**src/rtl/demux_feeder_10b_pkg.sv**
```systemverilog
// -----------------------------------------------------------------------------
// demux_feeder_10b_pkg
// Shared constants and helpers for the 1-to-4 10-bit demux and its feeder.
//   WIDTH_SAMPLE : sample width carried to the demux
//   NUM_CH       : number of demux output channels (A..D)
//   FIFO_DEPTH   : default feeder FIFO depth
//   CH_A..CH_D   : channel indices, shared with the demux select decoding
//   pick_channel : cyclic first-set-bit search starting at a rotation pointer
//   is_last_channel : true when no enabled channel lies above the given one
// -----------------------------------------------------------------------------
package demux_feeder_10b_pkg;

    localparam int WIDTH_SAMPLE = 10;
    localparam int NUM_CH       = 4;
    localparam int FIFO_DEPTH   = 4;

    typedef logic [1:0] ch_idx_t;

    localparam ch_idx_t CH_A = 2'd0;
    localparam ch_idx_t CH_B = 2'd1;
    localparam ch_idx_t CH_C = 2'd2;
    localparam ch_idx_t CH_D = 2'd3;

    // First enabled channel at or after ptr, wrapping D -> A. When nothing is
    // enabled the result is ptr; callers only use it while en is non-zero.
    function automatic ch_idx_t pick_channel(input logic [3:0] en, input ch_idx_t ptr);
        ch_idx_t ch_v;
        ch_idx_t idx_v;
        logic    found_v;
        ch_v    = ptr;
        found_v = 1'b0;
        for (int k = 0; k < NUM_CH; k++) begin
            idx_v = ptr + k[1:0];
            if (!found_v && en[idx_v]) begin
                ch_v    = idx_v;
                found_v = 1'b1;
            end else begin
                found_v = found_v;
            end
        end
        return ch_v;
    endfunction

    // A rotation ends on the highest enabled channel.
    function automatic logic is_last_channel(input logic [3:0] en, input ch_idx_t ch);
        logic last_v;
        last_v = 1'b1;
        for (int k = 0; k < NUM_CH; k++) begin
            if ((k > int'(ch)) && en[k]) begin
                last_v = 1'b0;
            end else begin
                last_v = last_v;
            end
        end
        return last_v;
    endfunction

endpackage

```
**src/rtl/demux_feeder_10b_if.sv**
```systemverilog
// -----------------------------------------------------------------------------
// demux_feeder_10b_if
// Bundles the feeder's sample-in handshake, channel enables and demux-side
// outputs.
//   in_data/in_valid/in_ready : upstream valid/ready sample stream
//   chan_en                   : per-channel enable (bit i = channel i)
//   X/select/out_valid        : registered sample and channel index to demux
//   frame_done                : pulse on the last enabled channel of a rotation
// master = sample source / demux side, slave = the feeder itself.
// -----------------------------------------------------------------------------
interface demux_feeder_10b_if
    import demux_feeder_10b_pkg::*;
#(
    parameter int WIDTH = WIDTH_SAMPLE
);
    logic [WIDTH-1:0]  in_data;
    logic              in_valid;
    logic              in_ready;
    logic [NUM_CH-1:0] chan_en;
    logic [WIDTH-1:0]  X;
    logic [1:0]        select;
    logic              out_valid;
    logic              frame_done;

    modport master (
        output in_data, in_valid, chan_en,
        input  in_ready, X, select, out_valid, frame_done
    );

    modport slave (
        input  in_data, in_valid, chan_en,
        output in_ready, X, select, out_valid, frame_done
    );
endinterface

```
**src/rtl/demux_feeder_10b_fifo.sv**
```systemverilog
// -----------------------------------------------------------------------------
// sample_fifo
// Synchronous FIFO for the feeder. DEPTH must be a power of two (>= 2) so the
// read/write pointers wrap naturally.
//   clk, reset : clock and synchronous active-high reset (empties the FIFO)
//   push/wdata : write request and data (ignored while full)
//   pop/rdata  : read request (ignored while empty); rdata is the head entry
//   full/empty : status flags
//   count      : number of stored entries, log2(DEPTH)+1 bits
// -----------------------------------------------------------------------------
module sample_fifo #(
    parameter int WIDTH = 10,
    parameter int DEPTH = 4
) (
    input  logic                     clk,
    input  logic                     reset,
    input  logic                     push,
    input  logic [WIDTH-1:0]         wdata,
    input  logic                     pop,
    output logic [WIDTH-1:0]         rdata,
    output logic                     full,
    output logic                     empty,
    output logic [$clog2(DEPTH):0]   count
);
    localparam int AW = $clog2(DEPTH);
    localparam logic [AW:0] DEPTH_CNT = (AW + 1)'(DEPTH);

    logic [WIDTH-1:0] mem_r [DEPTH];
    logic [AW-1:0]    wr_ptr_r;
    logic [AW-1:0]    rd_ptr_r;
    logic [AW:0]      count_r;
    logic             push_ok_s;
    logic             pop_ok_s;

    // Qualify requests against the flags so a misbehaving caller cannot corrupt the count.
    always_comb begin
        push_ok_s = push && (count_r != DEPTH_CNT);
        pop_ok_s  = pop && (count_r != {(AW + 1){1'b0}});
    end

    // Pointer and occupancy bookkeeping.
    always_ff @(posedge clk) begin
        if (reset) begin
            wr_ptr_r <= {AW{1'b0}};
            rd_ptr_r <= {AW{1'b0}};
            count_r  <= {(AW + 1){1'b0}};
        end else begin
            if (push_ok_s) begin
                wr_ptr_r <= wr_ptr_r + AW'(1);
            end
            if (pop_ok_s) begin
                rd_ptr_r <= rd_ptr_r + AW'(1);
            end
            case ({push_ok_s, pop_ok_s})
                2'b10:   count_r <= count_r + (AW + 1)'(1);
                2'b01:   count_r <= count_r - (AW + 1)'(1);
                default: count_r <= count_r;
            endcase
        end
    end

    // Storage array; contents need no reset because count gates every read.
    always_ff @(posedge clk) begin
        if (push_ok_s) begin
            mem_r[wr_ptr_r] <= wdata;
        end
    end

    assign rdata = mem_r[rd_ptr_r];
    assign full  = (count_r == DEPTH_CNT);
    assign empty = (count_r == {(AW + 1){1'b0}});
    assign count = count_r;

endmodule

```
**src/rtl/demux_feeder_10b.sv**
```systemverilog
// -----------------------------------------------------------------------------
// demux_feeder_10b
// Feeds the 1-to-4 demux: buffers incoming samples in sample_fifo and emits
// one per cycle round-robin over the enabled channels, skipping disabled ones.
//   clk   : single clock, rising edge
//   reset : synchronous active-high; flushes the FIFO and clears outputs
//   bus   : demux_feeder_10b_if.slave
//           in_data/in_valid/in_ready : sample input handshake
//           chan_en                   : channel enables, may change any cycle
//           X/select/out_valid        : registered sample + channel to demux
//           frame_done                : with out_valid on highest enabled channel
// -----------------------------------------------------------------------------
module demux_feeder_10b
    import demux_feeder_10b_pkg::*;
#(
    parameter int WIDTH = WIDTH_SAMPLE,
    parameter int DEPTH = FIFO_DEPTH
) (
    input  logic                  clk,
    input  logic                  reset,
    demux_feeder_10b_if.slave     bus
);
    localparam int AW = $clog2(DEPTH);
    localparam logic [AW:0] DEPTH_CNT = (AW + 1)'(DEPTH);

    logic [WIDTH-1:0] head_s;
    logic             full_s;
    logic             empty_s;
    logic [AW:0]      count_s;
    logic             ready_s;
    logic             push_s;
    logic             pop_s;
    ch_idx_t          ch_s;
    logic             last_s;

    ch_idx_t          ptr_r;
    logic [WIDTH-1:0] x_r;
    ch_idx_t          select_r;
    logic             out_valid_r;
    logic             frame_done_r;

    sample_fifo #(
        .WIDTH (WIDTH),
        .DEPTH (DEPTH)
    ) u_fifo (
        .clk   (clk),
        .reset (reset),
        .push  (push_s),
        .wdata (bus.in_data),
        .pop   (pop_s),
        .rdata (head_s),
        .full  (full_s),
        .empty (empty_s),
        .count (count_s)
    );

    // Handshake and pop decisions. The full flag and the count are decoded
    // independently inside the FIFO; either one reporting full blocks pushes.
    // A pop in the same cycle never opens a slot, keeping in_ready free of any
    // path from chan_en.
    always_comb begin
        ready_s = !reset && !full_s && (count_s != DEPTH_CNT);
        push_s  = bus.in_valid && ready_s;
        pop_s   = !empty_s && (bus.chan_en != 4'b0000);
    end

    // Channel picker: cyclic priority search from the rotation pointer.
    always_comb begin
        ch_s   = pick_channel(bus.chan_en, ptr_r);
        last_s = is_last_channel(bus.chan_en, ch_s);
    end

    // Output registers and rotation pointer; select and ptr hold while idle.
    always_ff @(posedge clk) begin
        if (reset) begin
            x_r          <= {WIDTH{1'b0}};
            select_r     <= CH_A;
            out_valid_r  <= 1'b0;
            frame_done_r <= 1'b0;
            ptr_r        <= CH_A;
        end else if (pop_s) begin
            x_r          <= head_s;
            select_r     <= ch_s;
            out_valid_r  <= 1'b1;
            frame_done_r <= last_s;
            ptr_r        <= ch_s + 2'd1;
        end else begin
            x_r          <= {WIDTH{1'b0}};
            out_valid_r  <= 1'b0;
            frame_done_r <= 1'b0;
        end
    end

    assign bus.in_ready   = ready_s;
    assign bus.X          = x_r;
    assign bus.select     = select_r;
    assign bus.out_valid  = out_valid_r;
    assign bus.frame_done = frame_done_r;

endmodule

```
**src/flat_wrapper.sv**
```systemverilog
// flat-port wrapper written by rule: the top's interface ports become plain ports
module demux_feeder_10b_flat import demux_feeder_10b_pkg::*;
#(
    parameter int WIDTH = WIDTH_SAMPLE,
    parameter int DEPTH = FIFO_DEPTH
)
  (clk, reset, bus_in_data, bus_in_valid, bus_chan_en, bus_in_ready, bus_X, bus_select, bus_out_valid, bus_frame_done);
  demux_feeder_10b_if #(.WIDTH(WIDTH)) bus_i ();
  input  logic clk;
  input  logic reset;
  input wire logic [$bits(bus_i.in_data)-1:0] bus_in_data;
  input wire logic [$bits(bus_i.in_valid)-1:0] bus_in_valid;
  input wire logic [$bits(bus_i.chan_en)-1:0] bus_chan_en;
  output wire logic [$bits(bus_i.in_ready)-1:0] bus_in_ready;
  output wire logic [$bits(bus_i.X)-1:0] bus_X;
  output wire logic [$bits(bus_i.select)-1:0] bus_select;
  output wire logic [$bits(bus_i.out_valid)-1:0] bus_out_valid;
  output wire logic [$bits(bus_i.frame_done)-1:0] bus_frame_done;
  assign bus_i.in_data = bus_in_data;
  assign bus_i.in_valid = bus_in_valid;
  assign bus_i.chan_en = bus_chan_en;
  assign bus_in_ready = bus_i.in_ready;
  assign bus_X = bus_i.X;
  assign bus_select = bus_i.select;
  assign bus_out_valid = bus_i.out_valid;
  assign bus_frame_done = bus_i.frame_done;
  demux_feeder_10b #(.WIDTH(WIDTH), .DEPTH(DEPTH)) u_core (.clk(clk), .reset(reset), .bus(bus_i));
endmodule
```
**config.mk**
```make
export PLATFORM = sky130hd
export DESIGN_NAME = demux_feeder_10b_flat
export DESIGN_NICKNAME = d
export VERILOG_FILES = /design/src/rtl/demux_feeder_10b_pkg.sv /design/src/rtl/demux_feeder_10b_if.sv /design/src/rtl/demux_feeder_10b_fifo.sv /design/src/rtl/demux_feeder_10b.sv /design/src/flat_wrapper.sv
export SDC_FILE = /design/constraint.sdc
export NUM_CORES = 1
export LEC_CHECK = 0
export BUFFER_PORTS_ARGS = -buffer_cell sky130_fd_sc_hd__buf_2
export CORE_ASPECT_RATIO = 0.75
export CORE_MARGIN = 2
export CORE_UTILIZATION = 51
export DETAILED_ROUTE_END_ITERATION = 7
export PLACE_DENSITY_LB_ADDON = 0.08
export SLEW_MARGIN = 30
export SYNTH_ARGS = -nofsm -noshare
export SYNTH_HDL_FRONTEND = slang
export SYNTH_SLANG_ARGS = --single-unit
```
**constraint.sdc**
```tcl
create_clock -name clk -period 2.55 [get_ports clk]
set_clock_uncertainty 0.2 [all_clocks]
set_input_delay 0.3825 -clock clk [delete_from_list [all_inputs] [get_ports clk]]
set_output_delay 0.3825 -clock clk [all_outputs]
set_load 0.005 [all_outputs]
```
==> metrics.yaml <==
timing:
  fin_ws_ns: 0.321
  slew_headroom_pct: 63.2
  worstMarginPinSlew_ns: 0.551
  setup_viol: 0
  hold_viol: 0
  post-route-min-period_ns: 2.23
  fin_tns_setup_ns: 0
  rsz0062_at_grt: "no"
  final_max_slew_viol_count: 0
  period_share_pct: 87.4
  fmax_mhz: 449
layout:
  nets: 234
  diodes: 0
  regArea_sq_um: 1660
  multi_input_area_sq_um: 718
  drive_gt1_share_pct: 31.8
  fillerInstances: 350
  syn_to_final_growth_pct: 17.5
  final_core_util_pct: 63.6
synth:
  ys_seq_area_share_pct: 67.1
  synthCells: 165
  synth_ff_type: "edfxtp_1"
  synthMostInstantiatedCell: "edfxtp_1"
  synth_nets: 190
  synth_top_cell_by_area: "edfxtp_1"
  yosys_register_bits: 63
  syn_area_sq_um: 2470
  yosysTopAreaCellShare_pct: 48.5
  ys_types: 32
  synth_enable_flop_cells: 40
  synth.top_cells.by_area: "edfxtp_1, dfxtp_1, mux4_2"
  avgSynthCellArea_sq_um: 15.0
  synth_common_cells: "edfxtp_1, dfxtp_1, inv_1"
  async_reset_ff_share_pct: 0
  yosys_warnings: 0
clocking:
  postCtsResizedCells: 0
  postCtsHoldBufs: 0
  clock_latency_ns: 0.33
  root_buffer: "clkbuf_8"
  path_clk_slew_ns: 0.06
  cts_buffers: 9
  htree_levels: 3
  cts_tree: "done"
  post_cts_buffers: 0
  cts.sinks: 63
  cts_buffer_depth: 2
route:
  wl_per_cell_um: 16.1
  drc: 0
  viasPerCell: 5.36
  antenna_left: 0
  drtIter0Drc: 86
  first_pass_iters: 4
  routed-via-count: 1452
  drt-total-wl_um: 4370
place:
  gp_congestion: 0.842
  portBuffers: 31
  dp_hpwl_um: 2960
  dp_slack_ns: 0.0279
global_route:
  gr-usage-all-layers_pct: 18.0
  first_global_vias: 1418
  gr-total-overflow: 0
  grt_max_degree: 19
  antenna_found_initial: 0
  grt_pass1_wl_um: 6890
outcome:
  outcome: "complete, no violations"
worst_hold_path:
  hold_class: "input pin to register"
  hp-start: "bus_in_data[1]"
critical_path:
  cp_num_buf_inv: 2
  cp.required_ns: 2.62
  crit_family: "adder cells"
  cp_max_fo: 4
  crit_path_max_incr_delay_ns: 0.38
  crit_type: "register to register"
  cpMostUsedCell: "inv_1"
  crit_path_end_kind: "register"
  cp.arrival_ns: 2.30
  start_kind: "register"
  timing.rr.start: "u_core.u_fifo.count[0]"
  cpMaxStageDelayCell: "fa_1"
  r2r_slack_ns: 0.32
  crit_path_cell_trace: "nor2_1, a211oi_1, inv_1, ha_1, inv_1, fa_1, xor2_1, or3_1, a21oi_1"
  startpoint: "u_core.u_fifo.count[0]"
pwr:
  vdd_ir_drop_max_mv: 0.623
  power.density_nw_per_um2: 995
  leakagePower_nw: 1.16
  totalPowerFinal_mw: 2.89
die:
  core_sq_um: 4570
  start_util_pct: 54.1
  die_x_um: 84.4
  row_count: 21
  fp.dieH_um: 64.3
  die_area_sq_um: 5430
  io_pins: 32
run:
  cap_violations: 0
==> where the power goes <==
part | total [mW] | internal (mW) | switching, mW | leakage (nW)
Sequential | 1.32 | 1.23 | 0.0932 | 0.552
Clock | 0.816 | 0.473 | 0.342 | 0.100
Combinational | 0.754 | 0.369 | 0.385 | 0.509
==> per-stage QoR <==
stage | instance area, sq um | std cells | hold slack, ns
after floorplan | 2470 | 165 | 0.263
after global placement | 2720 | 255 | 0.266
after detailed placement | 2720 | 255 | 0.282
after CTS | 2910 | 271 | 0.0498
after global routing | 2910 | 271 | 0.0501
final | 2910 | 271 | 0.0626
==> registers in the layout (all words and copies together) (netlist names) <==
register / flops
u_core.u_fifo.mem_r: 40
u_core.bus.X: 10
u_core.u_fifo.count: 3
u_core.bus.select: 2
u_core.ptr_r: 2
u_core.u_fifo.rd_ptr_r: 2
u_core.u_fifo.wr_ptr_r: 2
u_core.bus.frame_done: 1
u_core.bus.out_valid: 1
==> cell families (layout without fill, tap and decap cells) <==
kind of cell / after synthesis / count (layout) / share of synthesized area (%)
flip-flops: 63 / 63 / 67.1
XOR/XNOR: 5 / 5 / 1.77
AND/OR/NAND/NOR: 38 / 38 / 8.19
AO/OA/AOI/OAI: 21 / 21 / 5.61
multiplexers: 10 / 10 / 9.10
adder cells (fa/ha/maj): 8 / 8 / 4.35
buffers and inverters: 20 / 69 / 3.84
==> worst paths after layout <==
check        cells past startpoint                         to
min reg2reg                      2       u_core.bus.select[0]
max reg2reg                      9     u_core.u_fifo.count[2]
min                              1  u_core.u_fifo.mem_r[1][1]
max                              9     u_core.u_fifo.count[2]
==> layer usage <==
layer	part of all wire, %	wire (um)	vias up	GRT usage [%]
li1	-	-	692	-
met1	41	1800	703	20.3
met2	50	2200	49	30.0
met3	7.0	304	8	8.53
met4	1.4	61	0	7.14
met5	0	0	-	0
==> placed cells by master (no fill, tap or decap), drive strengths merged, types with 2 or more instances in the layout <==
master  netlist  final
clkinv        0      3
xnor2         2      2
and2          5      5
dfxtp        23     23
ha            7      7
nor2b         2      2
a21oi         9      9
xor2          3      3
nand2         5      5
o21ai         3      3
buf           4     39
or3           2      2
clkbuf        2     12
and3         10     10
inv          14     14
nor2         11     11
edfxtp       40     40
mux4         10     10
a211oi        4      4
==> layout make-up <==
class                           instances  share of cell area (%)
Timing Repair Buffer                   39                    7.40
Clock inverter                          4                    1.55
Sequential cell                        63                    57.1
Inverter                               14                    1.81
Clock buffer                           12                    4.99
Tap cell                               57                    2.45
Multi-Input combinational cell         82                    24.7
(Power assumes the default switching activity.)
